[src/rtl/branch_sequencer.sv]
// Program-counter owner and branch sequencer: fetches in RUN, resolves one latched
// branch per request through an external comparator, flushes on taken, supports halt.
module branch_sequencer #(
    parameter int unsigned ADDR_W       = 16,
    parameter int unsigned DATA_W       = 16,
    parameter int unsigned RESET_PC     = 0,
    parameter int unsigned PC_STEP      = 1,
    parameter int unsigned FLUSH_CYCLES = 2
) (
    input  logic              clk,
    input  logic              rst_n,
    input  logic              stall,
    input  logic              halt_req,
    input  logic              br_valid,
    output logic              br_ready,
    input  logic [2:0]        br_op,
    input  logic [DATA_W-1:0] br_a,
    input  logic [DATA_W-1:0] br_b,
    input  logic [ADDR_W-1:0] br_target,
    output logic [2:0]        cmp_op,
    output logic [DATA_W-1:0] cmp_a,
    output logic [DATA_W-1:0] cmp_b,
    output logic [ADDR_W-1:0] cmp_dest,
    input  logic              cmp_pc_we,
    input  logic [ADDR_W-1:0] cmp_pc_dest,
    output logic [ADDR_W-1:0] pc,
    output logic              fetch_valid,
    output logic              flush,
    output logic              br_taken,
    output logic              halted,
    output logic [15:0]       taken_cnt
);

    typedef enum logic [1:0] {S_RUN, S_RESOLVE, S_FLUSH, S_HALT} state_t;

    localparam int unsigned FCW = (FLUSH_CYCLES < 2) ? 1 : $clog2(FLUSH_CYCLES + 1);

    state_t            r_state;
    state_t            w_next;
    logic [ADDR_W-1:0] r_pc;
    logic [2:0]        r_cmp_op;
    logic [DATA_W-1:0] r_cmp_a;
    logic [DATA_W-1:0] r_cmp_b;
    logic [ADDR_W-1:0] r_cmp_dest;
    logic [FCW-1:0]    r_flush_cnt;
    logic [15:0]       r_taken_cnt;
    logic              r_br_taken;
    logic              w_run_go;
    logic              w_accept;

    assign w_run_go = (r_state == S_RUN) && !stall;
    assign w_accept = w_run_go && br_valid;

    always_ff @(posedge clk) begin
        if (!rst_n) r_state <= S_RUN;
        else        r_state <= w_next;
    end

    // An accepted branch takes priority over a same-cycle halt request.
    always_comb begin
        w_next = r_state;
        case (r_state)
            S_RUN: begin
                if (w_accept)                 w_next = S_RESOLVE;
                else if (w_run_go && halt_req) w_next = S_HALT;
            end
            S_RESOLVE: begin
                if (cmp_pc_we && (FLUSH_CYCLES != 0)) w_next = S_FLUSH;
                else                                  w_next = S_RUN;
            end
            S_FLUSH: begin
                if (r_flush_cnt == FCW'(1)) w_next = S_RUN;
            end
            S_HALT: w_next = S_HALT;
        endcase
    end

    always_ff @(posedge clk) begin
        if (!rst_n) begin
            r_pc        <= ADDR_W'(RESET_PC);
            r_cmp_op    <= 3'b111;
            r_cmp_a     <= '0;
            r_cmp_b     <= '0;
            r_cmp_dest  <= '0;
            r_flush_cnt <= '0;
            r_taken_cnt <= '0;
            r_br_taken  <= 1'b0;
        end else begin
            r_br_taken <= 1'b0;
            case (r_state)
                S_RUN: begin
                    if (w_run_go) r_pc <= r_pc + ADDR_W'(PC_STEP);
                    if (w_accept) begin
                        r_cmp_op   <= br_op;
                        r_cmp_a    <= br_a;
                        r_cmp_b    <= br_b;
                        r_cmp_dest <= br_target;
                    end
                end
                S_RESOLVE: begin
                    if (cmp_pc_we) begin
                        r_pc        <= cmp_pc_dest;
                        r_taken_cnt <= r_taken_cnt + 16'd1;
                        r_br_taken  <= 1'b1;
                        r_flush_cnt <= FCW'(FLUSH_CYCLES);
                    end
                end
                S_FLUSH: r_flush_cnt <= r_flush_cnt - FCW'(1);
                default: ;
            endcase
        end
    end

    always_comb begin
        fetch_valid = rst_n && w_run_go;
        br_ready    = rst_n && w_run_go;
        flush       = (r_state == S_FLUSH);
        halted      = (r_state == S_HALT);
    end

    assign pc        = r_pc;
    assign cmp_op    = r_cmp_op;
    assign cmp_a     = r_cmp_a;
    assign cmp_b     = r_cmp_b;
    assign cmp_dest  = r_cmp_dest;
    assign br_taken  = r_br_taken;
    assign taken_cnt = r_taken_cnt;

endmodule

[config.mk]
export PLATFORM = sky130hd
export DESIGN_NAME = branch_sequencer
export DESIGN_NICKNAME = d
export VERILOG_FILES = /design/src/rtl/branch_sequencer.sv
export SDC_FILE = /design/constraint.sdc
export NUM_CORES = 1
export LEC_CHECK = 0
export CELL_PAD_IN_SITES_DETAIL_PLACEMENT = 1
export CELL_PAD_IN_SITES_GLOBAL_PLACEMENT = 1
export CORE_UTILIZATION = 30
export DETAILED_ROUTE_END_ITERATION = 16
export GPL_ROUTABILITY_DRIVEN = 0
export PLACE_DENSITY_LB_ADDON = 0.1
export SYNTH_ARGS = -nofsm -noshare
export SYNTH_HDL_FRONTEND = slang
export SYNTH_SLANG_ARGS = --single-unit
[constraint.sdc]
create_clock -name clk -period 2.1 [get_ports clk]
set_clock_uncertainty 0.05 [all_clocks]
set_input_delay 0.42 -clock clk [delete_from_list [all_inputs] [get_ports clk]]
set_output_delay 0.42 -clock clk [all_outputs]
set_load 0.005 [all_outputs]
Word level (Yosys, flattened, before mapping). Cells that the tools add are included.

Word-level logic and storage cells: 45. Latch bits: 0. Output and inout bits: 88. Memories kept: 0. Memory bits (writable): 0. Input port bits: 73. Register bits after elaboration: 88. Memory bits (read-only): 0.

Bitwise gates (word level): 0. Shift-type cells: 0. Muxes and demuxes: 11. Add/subtract/negate cells: 3. Multipliers: 0. Reductions and logical operators: 14. Equality and inequality tests: 8. Divide/modulo/power cells: 0. $lt $le $gt $ge: 0.

Operators with widths (number): 16-bit by 1-bit adder with 16-bit output, second input constant (2); 16-bit 2-to-1 mux (2); 16-bit one-hot mux with 2 select lines (1); 2-bit 2-to-1 mux (5); 2-bit AND reduction (5); 2-bit one-hot mux with 4 select lines (1); 2-bit by 1-bit == test with 1-bit output, second input constant (2); 2-bit == test, second input constant (2); 1-bit logical AND (4); 2-bit != test, second input constant (2); 2-bit one-hot mux with 2 select lines (1); 2-bit nonzero test (2); 3-bit by 2-bit != test with 1-bit output, second input constant (1); 3-bit AND reduction (1); 2-bit logical NOT (1); 2-bit by 1-bit != test with 1-bit output, second input constant (1); 2-bit by 1-bit subtractor with 2-bit output, second input constant (1); 1-bit logical NOT (1); 1-bit 2-to-1 mux (1).

Logic depth before layout (Yosys ltp). Gate-level depths: netlist of run 1.

Word-level depth: 6. Mapped depth: 9. Depth with buffers taken out: 6.

Worst setup path after synthesis of run 1. Ideal clock, no wire load.

Kind: reg-to-reg. Start: register r_state[0]. End: register r_pc[12] (netlist: pc[12]). Required time: 1.976 ns. Clock period less this slack: 1.812 ns. Library setup time: 0.074 ns. Arrival: 1.687 ns. Cell stages (with the launch flop): 7. Slack: 0.288 ns. Path buffers: 1. Cells stage by stage: dfxtp_1 > inv_1 > ha_1 > clkbuf_1 > o211ai_1 > or4b_1 > a31oi_1.

Cells in the longest elaborated chain, start to end: 4. Elaborated cells between the ends (all ways): 8. Those cells by class: eq/ne: 3; mux: 1; reduce/logical: 4.

Ends and longest elaborated chain: start: declaration (line 38) `state_t r_state;`; start signal: assignment (line 56) `else r_state <= w_next;`; 2-bit logical NOT (line 51, 90); 1-bit logical AND (line 51) `assign w_run_go = (r_state == S_RUN) && !stall;`; 2-bit != test (no source line); 3-bit AND reduction (no source line); end signal: assignment (line 80) `r_pc <= ADDR_W'(RESET_PC);`; end signal: assignment (line 92) `if (w_run_go) r_pc <= r_pc + ADDR_W'(PC_STEP);`; end signal: assignment (line 102) `r_pc <= cmp_pc_dest;`; end: declaration (line 40) `logic [ADDR_W-1:0] r_pc;`.

Several ways; a longest one is shown, not always the timed one. A chain may end at the register's enable or synchronous reset.

Worst setup path in the final report of run 1.
Start: register r_state[1]. End: register r_state[1].

Cells in the longest elaborated chain, start to end: 5. Elaborated cells between the ends (all ways): 12. Those cells by class: eq/ne: 5; mux: 2; reduce/logical: 5.

Ends and longest elaborated chain (line): 2-bit logical NOT (51, 62); 1-bit logical AND (51); 1-bit logical AND (on tied branches) (52, 65); 2-bit 2-to-1 mux or 3-bit by 2-bit != test with 1-bit output (tied branches); 2-bit one-hot mux with 4 select lines or 2-bit AND reduction (tied branches).

Several ways; a longest one is shown, not always the timed one.

==> results of run 1 <==
-- cell type report --
cell class                 instances  area, um^2  area share
tap                              172         215      0.0349
sequential                        88        1760       0.286
clock buffer                      11         243      0.0393
inverter                          10        37.5     0.00608
timing repair buffer             194        1880       0.305
clock inverter                     5        53.8     0.00871
multi-input combinational        365        1980       0.321
-- sequential cells by signal, summed over array words and instances (netlist names) --
signal       flops
r_state          2
br_taken         1
r_flush_cnt      2
pc              16
taken_cnt       16
cmp_a           16
cmp_op           3
cmp_dest        16
cmp_b           16
-- routing by layer --
metal	global-route usage	part of all wire	vias up
li1	-	-	2062
met1	0.240	0.44	1966
met2	0.341	0.48	117
met3	0.0403	0.048	21
met4	0.0974	0.024	0
met5	0	0	-
-- power by group --
group | leakage (nW) | internal, mW | switching, mW | total (mW)
clock network | 0.150 | 0.953 | 0.676 | 1.63
logic | 1.33 | 1.00 | 0.899 | 1.90
registers | 0.716 | 1.89 | 0.202 | 2.09
-- placed cells by master (no fill, tap or decap), drive strengths merged, types with 4 or more instances in the layout --
cell           instances
a21oi                 66
a31oi                  6
and3                   4
and4                   5
buf                   34
clkbuf                11
clkdlybuf4s50        157
dfxtp                 88
ha                     8
inv                   11
nand2                131
nand2b                10
nand3                 18
nand4                  8
nor2                  19
nor2b                  4
nor3                   4
nor4                   4
o21ai                 17
o22ai                  4
o31a                   4
or4                    4
xnor2                  6
xor2                   4
-- how the worst max path moves through the flow --
| stage | startpoint | slack, ns | depth (start not counted) | end |
|---|---|---|---|---|
| global route | r_state[1] | 0.009 | 7 | taken_cnt[8] |
| detailed placement | cmp_pc_we | -0.13 | 6 | r_state[1] |
| global placement | stall | -0.009 | 4 | fetch_valid |
| finish | r_state[1] | 0.11 | 7 | r_state[1] |
| floorplan | r_state[0] | 0.29 | 6 | pc[12] |
| CTS | r_state[1] | 0.08 | 7 | r_state[1] |
-- critical path, cell delays in order, from the launching register on --
cell and delay, ns:
dfxtp_1 0.39, inv_2 0.09, ha_1 0.30, buf_6 0.22, and2_1 0.17, buf_4 0.16
o311ai_1 0.33, a21oi_1 0.12
-- what timing repair did --
action / CTS / global route
hold endpoints to repair: 0 / 0
resized for setup: 9 / 2
endpoints found under the setup margin: 4 / 2
setup buffers: 2 / 0
-- kinds of logic after synthesis --
| family | after synthesis | synth area share |
|---|---|---|
| flops | 88 | 0.453 |
| simple gates | 224 | 0.268 |
| compound gates | 120 | 0.179 |
| mux | 3 | 0.00771 |
| fa+ha+maj | 8 | 0.0257 |
| xor+xnor | 10 | 0.0225 |
| buf+inv | 41 | 0.0444 |
-- metrics by stage --
stage,instance area (um^2),worst slack (ns),setup TNS [ns]
global placement,5840,-0.00856,-0.0164
global route,6170,0.00881,0
CTS,6160,0.0780,0
floorplan,3890,0.288,0
detailed placement,5840,-0.130,-0.305
finish,6170,0.109,0
==> flow_summary.yaml, run 1 <==
floorplanning:
  rows: 41
  dieWidth_um: 116
  dieArea_um2: 13400
  core_area_um2: 12600
  ios: 161
  start_util: 0.308
  die_h_um: 116
timing:
  setup_viol: 0
  worst_pin_slew_ns: 0.871
  rsz0062_at_grt: "yes"
  fin_crit_ns: 1.99
  maxSlewViolCount: 0
  timing.fmax_mhz: 502
  fin_hold_ws_ns: 0.402
  maxSlewHeadroom: 0.420
  period_share: 0.948
  finalHoldViolations: 0
setup_path:
  required_ns: 2.24
  criticalPathCategory: "flip-flop to flip-flop"
  r2r_start: "r_state[1]"
  r2r_cells: 7
  cp_data_arrival_time_ns: 2.13
  cp-end-kind: "flip-flop"
  r2r-end: "r_state[1]"
  path_max_fanout: 22
  rrSetupSlack_ns: 0.11
  cp-start-kind: "flip-flop"
power:
  p_total_mw: 5.62
  leakagePower_nw: 2.20
  powerDensity_nw_per_um2: 911
  ir_drop_mv: 0.343
global_route:
  grt_pass1_vias: 4155
  grt_pass1_wl_mm: 20.7
  grt_use_total: 0.200
  grt_max_degree: 78
  overflow: 0
  grt_antenna_before_repair: 0
clock_network:
  clock_latency_ns: 0.34
  clk_path_buf_depth: 2
  numCtsBuffers: 9
  clk_pin_slew_ns: 0.06
  hold_buffers: 0
  clock-root-buffer: "clkbuf_16"
  cts_tree: "built"
  htreeDepth: 3
  cts_sinks: 88
placement:
  place_inst: 827
  dpl.hpwl_mm: 9.41
  port_buffers: 160
yosys:
  synth_top_area_share: 0.453
  syn_nets: 575
  avgSynthCellArea_um2: 7.88
  synth.distinct_cells: 51
  ys_seq_elements: 88
  syn_inst: 494
  ys.flop_type: "dfxtp_1"
  synth_warnings: 0
  synth_common_cells: "nand2_1 (131), dfxtp_1 (88), a21oi_1 (66)"
  synth.most_common_cell: "nand2_1"
  ys_seq_area_frac: 0.453
  synthArstFlopShare: 0
  ys_top_cells_by_area: "dfxtp_1 (45%), nand2_1 (13%), a21oi_1 (8.5%), ha_1 (2.6%), nand3_1 (2.3%)"
  yosys.area.top_type: "dfxtp_1"
  synth_edf_count: 0
  synth_area_um2: 3890
routing:
  vias: 4166
  drc_errors: 0
  wl_per_cell_um: 15.5
  drt_iter0_drc: 166
  drt-total-wl_mm: 13.1
  viasPerCell: 4.93
  dr.pass1.iters: 4
  ant_nets: 0
final_layout:
  nets: 749
  final_util: 0.489
  instances_no_fill: 845
  diodes: 0
  fillers: 1536
  area_growth_pct: 58.6
  drive_above_1_share: 0.0921
outcome:
  status: "finished, final reports clean"
job:
  maxCapViolCount: 0
worst_hold_path:
  hp-class: "flip-flop to flip-flop"
  worstHoldStart: "cmp_a[13]"
  hold_end: "cmp_a[13]"
  hold_depth: 2
(Power assumes the default switching activity.)
==> run 2, diff against run 1 <==
==> constraint.sdc (replaced) <==
create_clock -name clk -period 2.1 [get_ports clk]
set_clock_uncertainty 0.05 [all_clocks]
set_input_delay 0.525 -clock clk [delete_from_list [all_inputs] [get_ports clk]]
set_output_delay 0.525 -clock clk [all_outputs]
set_load 0.005 [all_outputs]
==> flow_summary.yaml, run 2 (synthesis results as in run 1) <==
setup_path:
  path_max_fanout: 2
  cp-start-kind: "primary input"
  cp-end-kind: "primary output"
  r2r_cells: 6
  criticalPathCategory: "primary input to primary output"
  required_ns: 1.52
  cp_data_arrival_time_ns: 1.46
timing:
  worst_slack_ns: 0.0650
  fin_hold_ws_ns: 0.403
  setup_viol: 0
  tns_ns: 0
  maxSlewViolCount: 0
  period_share: 0.969
  finalHoldViolations: 0
  rsz0062_at_grt: "no"
  timing.fmax_mhz: 491
  maxSlewHeadroom: 0.425
  fin_crit_ns: 2.03
  worst_pin_slew_ns: 0.862
clock_network:
  hold_buffers: 0
  cts_sinks: 88
  cts_tree: "built"
  htreeDepth: 3
  clk_pin_slew_ns: 0.06
  clock-root-buffer: "clkbuf_16"
  numCtsBuffers: 9
  clock_latency_ns: 0.34
  clk_path_buf_depth: 2
placement:
  dpl.hpwl_mm: 9.43
  port_buffers: 160
  dpl-instance-area_um2: 5900
  post-place-ws_ns: -0.248
routing:
  vias: 4172
  ant_nets: 0
  drt-total-wl_mm: 13.0
  wl_per_cell_um: 15.3
  dr.pass1.iters: 4
  drc_errors: 0
  drt_iter0_drc: 198
  viasPerCell: 4.93
final_layout:
  fin_area_um2: 6180
  nets: 752
  area_growth_pct: 58.9
  layout_commonest_cell: "clkdlybuf4s50_1"
  diodes: 0
  drive_above_1_share: 0.0948
  layout_common_cells: "clkdlybuf4s50_1 (157), nand2_1 (130), dfxtp_1 (87), a21oi_1 (66), buf_4 (34)"
floorplanning:
  rows: 41
  core_area_um2: 12600
  dieArea_um2: 13400
  start_util: 0.308
  die_h_um: 116
  dieWidth_um: 116
  ios: 161
global_route:
  grt_pass1_vias: 4206
  overflow: 0
  grt_pass1_wl_mm: 20.7
  grt_antenna_before_repair: 0
  grt_use_total: 0.198
  grt_max_degree: 78
power:
  ir_drop_mv: 0.339
  leakagePower_nw: 2.19
  powerDensity_nw_per_um2: 893
  p_total_mw: 5.52
outcome:
  status: "finished, final reports clean"
worst_hold_path:
  hold_depth: 2
  hp-class: "flip-flop to flip-flop"
job:
  maxCapViolCount: 0
==> run 2: repair_timing <==
| action | in CTS | in global routing |
|---|---|---|
| resized for setup | 10 | 1 |
| pin swaps | 1 | 0 |
| cloned | 0 | 0 |
| buffers inserted | 1 | 0 |
| endpoints found under the setup margin | 3 | 8 |
==> run 2: final timing paths <==
kind / start / endpoint / slack [ns]
worst max-delay path: stall / br_ready / 0.07
worst min register to register: cmp_b[8] / cmp_b[8] / 0.40
worst min-delay path: cmp_b[8] / cmp_b[8] / 0.40
worst max register to register: r_state[1] / taken_cnt[15] / 0.17
==> run 2: critical path: stages <==
cell	delay, ns
clkdlybuf4s50_1	0.42
nand2b_4	0.15
nor2_2	0.12
dlygate4sd2_1	0.24
==> run 2: layer usage <==
layer	up-vias	wire length, um	track usage
met5	-	0	0
met4	0	172	0.0658
met3	12	602	0.0497
met2	104	6410	0.342
met1	1987	5800	0.240
li1	2069	-	-
==> run 2: metrics by stage <==
step,cells,utilization
global placement,831,0.467
global route,847,0.490
detailed placement,831,0.467
floorplan,494,-
CTS,847,0.490
finish,847,0.490
==> run 2: where the power goes <==
part	switching [mW]	total [mW]	internal, mW
logic	0.912	1.98	1.07
registers	0.198	2.09	1.89
clock network	0.656	1.45	0.795
total	1.77	5.52	3.75
==> run 2: final cells by class <==
| type | instances | area (um^2) |
|---|---|---|
| inverter | 10 | 37.5 |
| timing repair buffer | 197 | 1920 |
| tap | 172 | 215 |
| sequential | 88 | 1760 |
| clock inverter | 3 | 20.0 |
| multi-input combinational | 365 | 1990 |
| fill | 1534 | 6440 |
| clock buffer | 12 | 236 |
==> run 3, diff against run 2 <==
- PLACE_DENSITY: not set -> 0.79
- PLACE_DENSITY_LB_ADDON: 0.1 -> not set
- SETUP_SLACK_MARGIN: not set -> 0.02
==> flow_summary.yaml, run 3 (synthesis results as in run 1) <==
clock_network:
  clock-root-buffer: "clkbuf_16"
  htreeDepth: 3
  clk_pin_slew_ns: 0.07
  cts_tree: "built"
  post_cts.repair.setup_buffers: 0
  clock_latency_ns: 0.34
  numCtsBuffers: 9
  cts_sinks: 88
  clk_path_buf_depth: 2
setup_path:
  crit_path_top_delay_cell: "clkdlybuf4s50_1"
  crit_path_cell_trace: "ha_2, clkdlybuf4s50_1"
  crit_family: "buffers and inverters"
  cp-end-kind: "primary output"
  r2r_start: "r_state[1]"
  path_max_fanout: 4
  required_ns: 1.52
  rrSetupSlack_ns: 0.15
  cp_data_arrival_time_ns: 1.45
  max_stage_delay_ns: 0.52
  path_buf_inv: 1
  criticalPathCategory: "flip-flop to primary output"
  r2r-end: "taken_cnt[15]"
  cp-start-kind: "flip-flop"
  r2r_cells: 6
routing:
  dr.pass1.iters: 4
  ant_nets: 0
  viasPerCell: 5.01
  drt_iter0_drc: 138
  drc_errors: 0
  drt-total-wl_mm: 13.4
  wl_per_cell_um: 15.9
  vias: 4227
floorplanning:
  rows: 41
  dieArea_um2: 13400
  core_area_um2: 12600
  die_h_um: 116
  start_util: 0.308
  ios: 161
  dieWidth_um: 116
final_layout:
  fillers: 1539
  multi_input_area_um2: 1990
  instances_no_fill: 843
  ff_latch_area_um2: 1760
  drive_above_1_share: 0.0954
  nets: 748
  layout_common_cells: "clkdlybuf4s50_1 (157), nand2_1 (129), dfxtp_1 (86), a21oi_1 (66), buf_4 (29)"
  layout_commonest_cell: "clkdlybuf4s50_1"
  diodes: 0
  area_growth_pct: 58.9
timing:
  maxSlewViolCount: 0
  worst_pin_slew_ns: 0.862
  setup_viol: 0
  timing.fmax_mhz: 495
  finalHoldViolations: 0
  rsz0062_at_grt: "no"
  maxSlewHeadroom: 0.425
  period_share: 0.963
  tns_ns: 0
  fin_crit_ns: 2.02
global_route:
  busiest_layer: "met2"
  grt_use_met3: 0.0382
  grt_use_total: 0.203
  grt_max_degree: 78
  use_met2: 0.372
  overflow: 0
  grt_pass1_wl_mm: 21.2
  grt_antenna_before_repair: 0
  use_met1: 0.232
  grt_pass1_vias: 4336
worst_hold_path:
  worstHoldStart: "cmp_a[0]"
  hold_depth: 2
  hold_end: "cmp_a[0]"
  hp-class: "flip-flop to flip-flop"
power:
  powerDensity_nw_per_um2: 908
  leakagePower_nw: 2.20
  ir_drop_mv: 0.368
placement:
  dpl.hpwl_mm: 9.75
  place_inst: 828
  port_buffers: 160
outcome:
  status: "finished, final reports clean"
job:
  maxCapViolCount: 0
==> run 3: area by class of cell <==
class                      count  share of cell area
tap                          172              0.0348
timing repair buffer         193               0.305
clock buffer                  11              0.0393
multi-input combinational    365               0.322
inverter                      10             0.00607
sequential                    88               0.285
clock inverter                 4             0.00728
==> run 3: how the worst max path moves through the flow <==
stage | start | endpoint | slack (ns) | cells past startpoint
2_1_floorplan | rst_n | fetch_valid | 0.11 | 5
3_3_place_gp | stall | fetch_valid | -0.20 | 4
3_5_place_dp | stall | br_ready | -0.25 | 4
4_1_cts | r_state[1] | halted | 0.04 | 2
5_1_grt | r_state[0] | halted | 0.03 | 2
6_report | r_state[0] | halted | 0.08 | 2
==> run 3: worst min-delay path: stages, from the launching register on <==
cell	delay, ns
dfxtp_1	0.31
nand2_1	0.05
a21oi_1	0.05
==> run 3: metrics by stage <==
step,util,hold slack [ns],total power [mW],cell area (um^2),setup slack [ns]
floorplan,-,0.392,2.96,3890,0.109
global placement,0.465,0.392,3.95,5860,-0.201
detailed placement,0.465,0.397,4.04,5860,-0.248
CTS,0.489,0.405,5.68,6170,0.0432
global route,0.490,0.424,5.97,6180,0.0286
finish,0.490,0.402,5.62,6180,0.0786
==> run 3: layer usage <==
| layer | wire length [um] | share of wire | up-vias |
|---|---|---|---|
| met3 | 803 | 0.060 | 13 |
| met2 | 6920 | 0.52 | 130 |
| li1 | - | - | 2052 |
| met4 | 170 | 0.013 | 0 |
| met1 | 5500 | 0.41 | 2032 |
| met5 | 0 | 0 | - |
==> run 3: power breakdown <==
part | switching [mW] | internal [mW]
registers | 0.207 | 1.89
logic | 0.919 | 1.03
clock network | 0.627 | 0.942
total | 1.75 | 3.86
==> run 3: repair_timing <==
action,in CTS,in global routing
endpoints found under the setup margin,5,9
pin swaps,1,0
hold buffers,0,0
resized for setup,10,4
hold endpoints to repair,0,0
